**config.mk**
```make
export PLATFORM = sky130hd
export DESIGN_NAME = cdc_hs_tx
export DESIGN_NICKNAME = d
export VERILOG_FILES = /design/src/rtl/cdc_hs_pkg.sv /design/src/rtl/cdc_sync_bit.sv /design/src/rtl/cdc_hs_tx.sv
export SDC_FILE = /design/constraint.sdc
export NUM_CORES = 1
export LEC_CHECK = 0
export BUFFER_PORTS_ARGS = -buffer_cell sky130_fd_sc_hd__buf_2
export CELL_PAD_IN_SITES_DETAIL_PLACEMENT = 0
export CELL_PAD_IN_SITES_GLOBAL_PLACEMENT = 1
export CORE_MARGIN = 2
export CORE_UTILIZATION = 31
export CTS_CLUSTER_DIAMETER = 40
export DETAILED_ROUTE_END_ITERATION = 6
export PLACE_DENSITY = 0.82
export SETUP_SLACK_MARGIN = 0.4
export SLEW_MARGIN = 10
export SYNTH_ARGS = -nofsm -noshare
export SYNTH_HDL_FRONTEND = slang
export SYNTH_SLANG_ARGS = --single-unit
```
**constraint.sdc**
```tcl
create_clock -name i_clk -period 1.2 [get_ports i_clk]
set_input_delay 0.12 -clock i_clk [delete_from_list [all_inputs] [get_ports i_clk]]
set_output_delay 0.12 -clock i_clk [all_outputs]
set_load 0.005 [all_outputs]
```
**src/rtl/cdc_hs_pkg.sv**
```systemverilog
// Shared types and defaults for the 4-phase req/ack CDC handshake blocks.
package cdc_hs_pkg;

  typedef enum logic [1:0] {
    IDLE   = 2'd0,
    REQ_HI = 2'd1,
    REQ_LO = 2'd2
  } hs_tx_state_t;

  localparam int unsigned SYNC_STAGES_DEF    = 2;
  localparam int unsigned TIMEOUT_CYCLES_DEF = 1023;

endpackage

```
**src/rtl/cdc_sync_bit.sv**
```systemverilog
// Single-bit N-flop synchronizer; used for ack on the transmit side and req on the receive side.
module cdc_sync_bit
  import cdc_hs_pkg::*;
#(
  parameter int unsigned STAGES = SYNC_STAGES_DEF
) (
  input  logic i_clk,
  input  logic i_rst_n,
  input  logic i_d,
  output logic o_q
);

  logic [STAGES-1:0] sync_q;
  logic [STAGES-1:0] sync_d;

  assign sync_d = {sync_q[STAGES-2:0], i_d};
  assign o_q    = sync_q[STAGES-1];

  always_ff @(posedge i_clk or negedge i_rst_n) begin
    if (!i_rst_n) begin
      sync_q <= '0;
    end else begin
      sync_q <= sync_d;
    end
  end

endmodule

```
**src/rtl/cdc_hs_tx.sv**
```systemverilog
// Transmit end of a 4-phase req/ack CDC handshake carrying one DATA_W word per transfer.
// Define CDC_HS_TX_TIMEOUT_EN to build the per-phase watchdog that drives o_timeout.
module cdc_hs_tx
  import cdc_hs_pkg::*;
#(
  parameter int unsigned DATA_W         = 8,
  parameter int unsigned SYNC_STAGES    = SYNC_STAGES_DEF,
  parameter int unsigned TIMEOUT_CYCLES = TIMEOUT_CYCLES_DEF
) (
  input  logic              i_clk,
  input  logic              i_rst_n,
  input  logic              i_valid,
  output logic              o_ready,
  input  logic [DATA_W-1:0] i_data,
  output logic              o_req,
  output logic [DATA_W-1:0] o_data,
  input  logic              i_ack,
  output logic              o_busy,
  output logic              o_done,
  output logic              o_timeout
);

  hs_tx_state_t      state_q, state_d;
  logic [DATA_W-1:0] data_q, data_d;
  logic              req_q, req_d;
  logic              done_q, done_d;
  logic              ack_s;
  logic              accept;
  logic              expire;
  logic              aborted;

  cdc_sync_bit #(
    .STAGES (SYNC_STAGES)
  ) u_ack_sync (
    .i_clk   (i_clk),
    .i_rst_n (i_rst_n),
    .i_d     (i_ack),
    .o_q     (ack_s)
  );

  assign o_ready = (state_q == IDLE) && !ack_s;
  assign accept  = o_ready && i_valid;

  always_comb begin
    state_d = state_q;
    data_d  = data_q;
    req_d   = req_q;
    done_d  = 1'b0;
    unique case (state_q)
      IDLE: begin
        if (accept) begin
          data_d  = i_data;
          req_d   = 1'b1;
          state_d = REQ_HI;
        end
      end
      REQ_HI: begin
        if (ack_s || expire) begin
          req_d   = 1'b0;
          state_d = REQ_LO;
        end
      end
      REQ_LO: begin
        // A transfer aborted in REQ_HI still returns through REQ_LO but reports no completion.
        if (!ack_s) begin
          state_d = IDLE;
          done_d  = !aborted;
        end else if (expire) begin
          state_d = IDLE;
        end
      end
      default: begin
        state_d = IDLE;
        req_d   = 1'b0;
      end
    endcase
  end

  always_ff @(posedge i_clk or negedge i_rst_n) begin
    if (!i_rst_n) begin
      state_q <= IDLE;
      data_q  <= '0;
      req_q   <= 1'b0;
      done_q  <= 1'b0;
    end else begin
      state_q <= state_d;
      data_q  <= data_d;
      req_q   <= req_d;
      done_q  <= done_d;
    end
  end

`ifdef CDC_HS_TX_TIMEOUT_EN
  localparam int unsigned CNT_W = $clog2(TIMEOUT_CYCLES + 1);

  logic [CNT_W-1:0] cnt_q, cnt_d;
  logic             aborted_q, aborted_d;
  logic             timeout_q, timeout_d;

  assign expire  = (cnt_q == CNT_W'(TIMEOUT_CYCLES));
  assign aborted = aborted_q;

  always_comb begin
    cnt_d = '0;
    if ((state_q != IDLE) && (state_d == state_q)) begin
      cnt_d = cnt_q + 1'b1;
    end
    aborted_d = aborted_q;
    if (accept) begin
      aborted_d = 1'b0;
    end else if ((state_q == REQ_HI) && !ack_s && expire) begin
      aborted_d = 1'b1;
    end
    timeout_d = expire && (((state_q == REQ_HI) && !ack_s) ||
                           ((state_q == REQ_LO) && ack_s));
  end

  always_ff @(posedge i_clk or negedge i_rst_n) begin
    if (!i_rst_n) begin
      cnt_q     <= '0;
      aborted_q <= 1'b0;
      timeout_q <= 1'b0;
    end else begin
      cnt_q     <= cnt_d;
      aborted_q <= aborted_d;
      timeout_q <= timeout_d;
    end
  end

  assign o_timeout = timeout_q;
`else
  logic unused_timeout_cfg;

  assign expire             = 1'b0;
  assign aborted            = 1'b0;
  assign o_timeout          = 1'b0;
  assign unused_timeout_cfg = |TIMEOUT_CYCLES;
`endif

  assign o_req  = req_q;
  assign o_data = data_q;
  assign o_busy = (state_q != IDLE);
  assign o_done = done_q;

endmodule

```
==> flow_metrics.env <==
export IMPL_status="complete, but fails checks"
export IMPL_violations="negative setup slack"
export IMPL_p_per_area_mw_per_mm2=1530
export IMPL_hold_path_class="primary input to register"
export IMPL_die_w_um=46.9
export IMPL_die_area_sq_mm=0.00220
export IMPL_wl_mm=1.28
export IMPL_dp_cells=86
export IMPL_final_nets=93
export IMPL_place_area_sq_um=721
export IMPL_instances_no_fill=104
export IMPL_grt_pass1_vias=404
export IMPL_clock_sinks=14
export IMPL_finalHoldViolCount=0
export IMPL_start_util_pct=33.0
export IMPL_path_clk_slew_ns=0.07
export IMPL_cts_buffers=3
export IMPL_io_pins=25
export IMPL_synthesis_area_sq_um=571
export IMPL_ys_ff_latch=14
export IMPL_clockBufferDepth=2
export IMPL_final_common_cell="buf_2"
export IMPL_grt_max_degree=15
export IMPL_path_class="register to register"
export IMPL_synth_avg_cell_area_sq_um=15.4
export IMPL_worstSetupStartpointType="register"
export IMPL_grt_antenna_before_repair=0
export IMPL_worstPathArrival_ns=1.49
export IMPL_yosysWarnings=0
export IMPL_num_rows=15
export IMPL_grt_remaining_overflow=0
export IMPL_p_total_w=0.00143
export IMPL_setup_viol=9
export IMPL_fin_crit_ns=1.34
export IMPL_grt_setup_unrepaired="yes"
export IMPL_max_cap_violations=0
export IMPL_worstSkewPairLatency_ns=0.27
export IMPL_skew_ns=0.00582
export IMPL_cp_max_fo=8
export IMPL_pre_cts_slack_ns=-0.0890
export IMPL_cts_tree="done"
export IMPL_synthToLayoutAreaGrowth_pct=63.8
export IMPL_final_cell_area_sq_um=935
export IMPL_postRouteAntennaNets=0
export IMPL_drive_gt1_share_pct=73.4
export IMPL_crit_path_end_kind="register"
export IMPL_n_antenna_cell=0
export IMPL_synth_cell_types=16
export IMPL_vdd_drop_max_v=0.000946
export IMPL_cts_root_buf="clkbuf_4"
export IMPL_gp_congestion=0.637
export IMPL_leakage_nw=0.476
export IMPL_dp_hpwl_um=755
export IMPL_n_fill_cell=158
export IMPL_dr_wl_met3_um=74
export IMPL_final_cell_mix="buf_2, dfrtp_1, buf_4, mux2_4, buf_6"
export IMPL_first_pass_iters=2
export IMPL_port_buffers=23
export IMPL_core_sq_mm=0.00173
export IMPL_h_tree_depth=1
export IMPL_vias_per_cell=4.08
export IMPL_setup_tns_ns=-1.12
export IMPL_avgRoutedWirePerCell_um=12.3
export IMPL_finalCritPeriodShare_pct=111
export IMPL_met2RoutedLength_um=742
export IMPL_worst_slack_ns=-0.136
export IMPL_r2r_slack_ns=-0.14
export IMPL_die_y_um=46.9
export IMPL_syn_num_nets=49
export IMPL_maxSlewViolCount=0
export IMPL_grt_pass1_wl_mm=1.81
export IMPL_top_layer_used="met3"
export IMPL_syn_inst=37
export IMPL_ys_seq_area_share_pct=61.4
export IMPL_num_vias=424
export IMPL_fmax_mhz=748
export IMPL_wl_met1_um=460
export IMPL_track_usage_pct=12.7
export IMPL_drt_iter0_markers=1
export IMPL_required_ns=1.35
export IMPL_drc_errors=0
## layout make-up
cell class / instances / area, sq um / area share [%]
Sequential cell: 14 / 350 / 37.5
Timing Repair Buffer: 41 / 284 / 30.4
Multi-Input combinational cell: 19 / 236 / 25.3
Tap cell: 25 / 31.3 / 3.35
Clock buffer: 3 / 22.5 / 2.41
Inverter: 2 / 10.0 / 1.07
## cell usage after synthesis
cell | number | share of area, %
nor3b_1 | 1 | 1.3
conb_1 | 1 | 0.66
nor3_2 | 1 | 1.8
dfrtp_1 | 14 | 61
buf_4 | 1 | 1.3
and2_4 | 1 | 1.5
mux2_4 | 8 | 21
or2_2 | 1 | 1.1
and2_1 | 1 | 1.1
nor2_1 | 1 | 0.66
buf_6 | 1 | 2.0
o32ai_1 | 1 | 1.5
inv_1 | 2 | 1.3
xor2_1 | 1 | 1.5
a21oi_1 | 1 | 0.88
nor3_1 | 1 | 0.88
## state kept, by name, indices dropped and copies added (netlist names)
name,count
o_done,1
o_data,8
o_req,1
u_ack_sync.sync_q,2
state_q,2
## through the flow
step | util [%] | hold WS, ns
3_5_place_dp | 41.7 | 0.0254
5_1_grt | 54.1 | 0.0648
2_1_floorplan | - | -0.176
6_report | 54.1 | 0.0827
3_3_place_gp | 41.7 | 0.0261
4_1_cts | 49.0 | 0.0727
## worst paths after layout
kind	startpoint	to	cells past startpoint
setup / recovery	u_ack_sync.sync_q[1]	o_data[5]	3
hold / removal	i_data[3]	o_data[3]	2
setup reg to reg	u_ack_sync.sync_q[1]	o_data[5]	3
hold reg to reg	u_ack_sync.sync_q[0]	u_ack_sync.sync_q[1]	0
max in group asynchronous	i_rst_n	u_ack_sync.sync_q[1]	2
min in group asynchronous	i_rst_n	state_q[1]	2
## worst max-delay path, stage by stage (launching register included)
cell	delay, ns
dfrtp_1	0.40
nor3_2	0.23
and2_4	0.28
mux2_4	0.31
## kinds of logic after synthesis
family / count (synthesis) / synth area share (%)
flip-flops: 14 / 61.4
multiplexers: 8 / 21.1
AND/OR/NAND/NOR: 7 / 8.33
buffers and inverters: 4 / 4.61
AO/OA/AOI/OAI: 2 / 2.41
XOR/XNOR: 1 / 1.54
other: 1 / 0.657
## per-layer routing
metal | vias up | track usage (%)
li1 | 207 | -
met1 | 200 | 14.1
met2 | 17 | 21.4
met3 | 0 | 6.92
met4 | 0 | 3.33
met5 | - | 0
## where the power goes
group / internal, W / total (W) / switching, W / leakage (nW)
Sequential: 0.000573 / 0.000624 / 0.0000518 / 0.168
Clock: 0.000116 / 0.000240 / 0.000124 / 0.0138
Combinational: 0.000374 / 0.000566 / 0.000192 / 0.295
Total: 0.00106 / 0.00143 / 0.000368 / 0.476
## timing repair
action,in CTS,in global routing
setup endpoints to repair,24,24
endpoints found under the hold margin,15,0
pin swaps,4,6
buffers inserted,6,7
gates resized for setup,7,9
hold buffers,2,0
(Power assumes the default switching activity.)
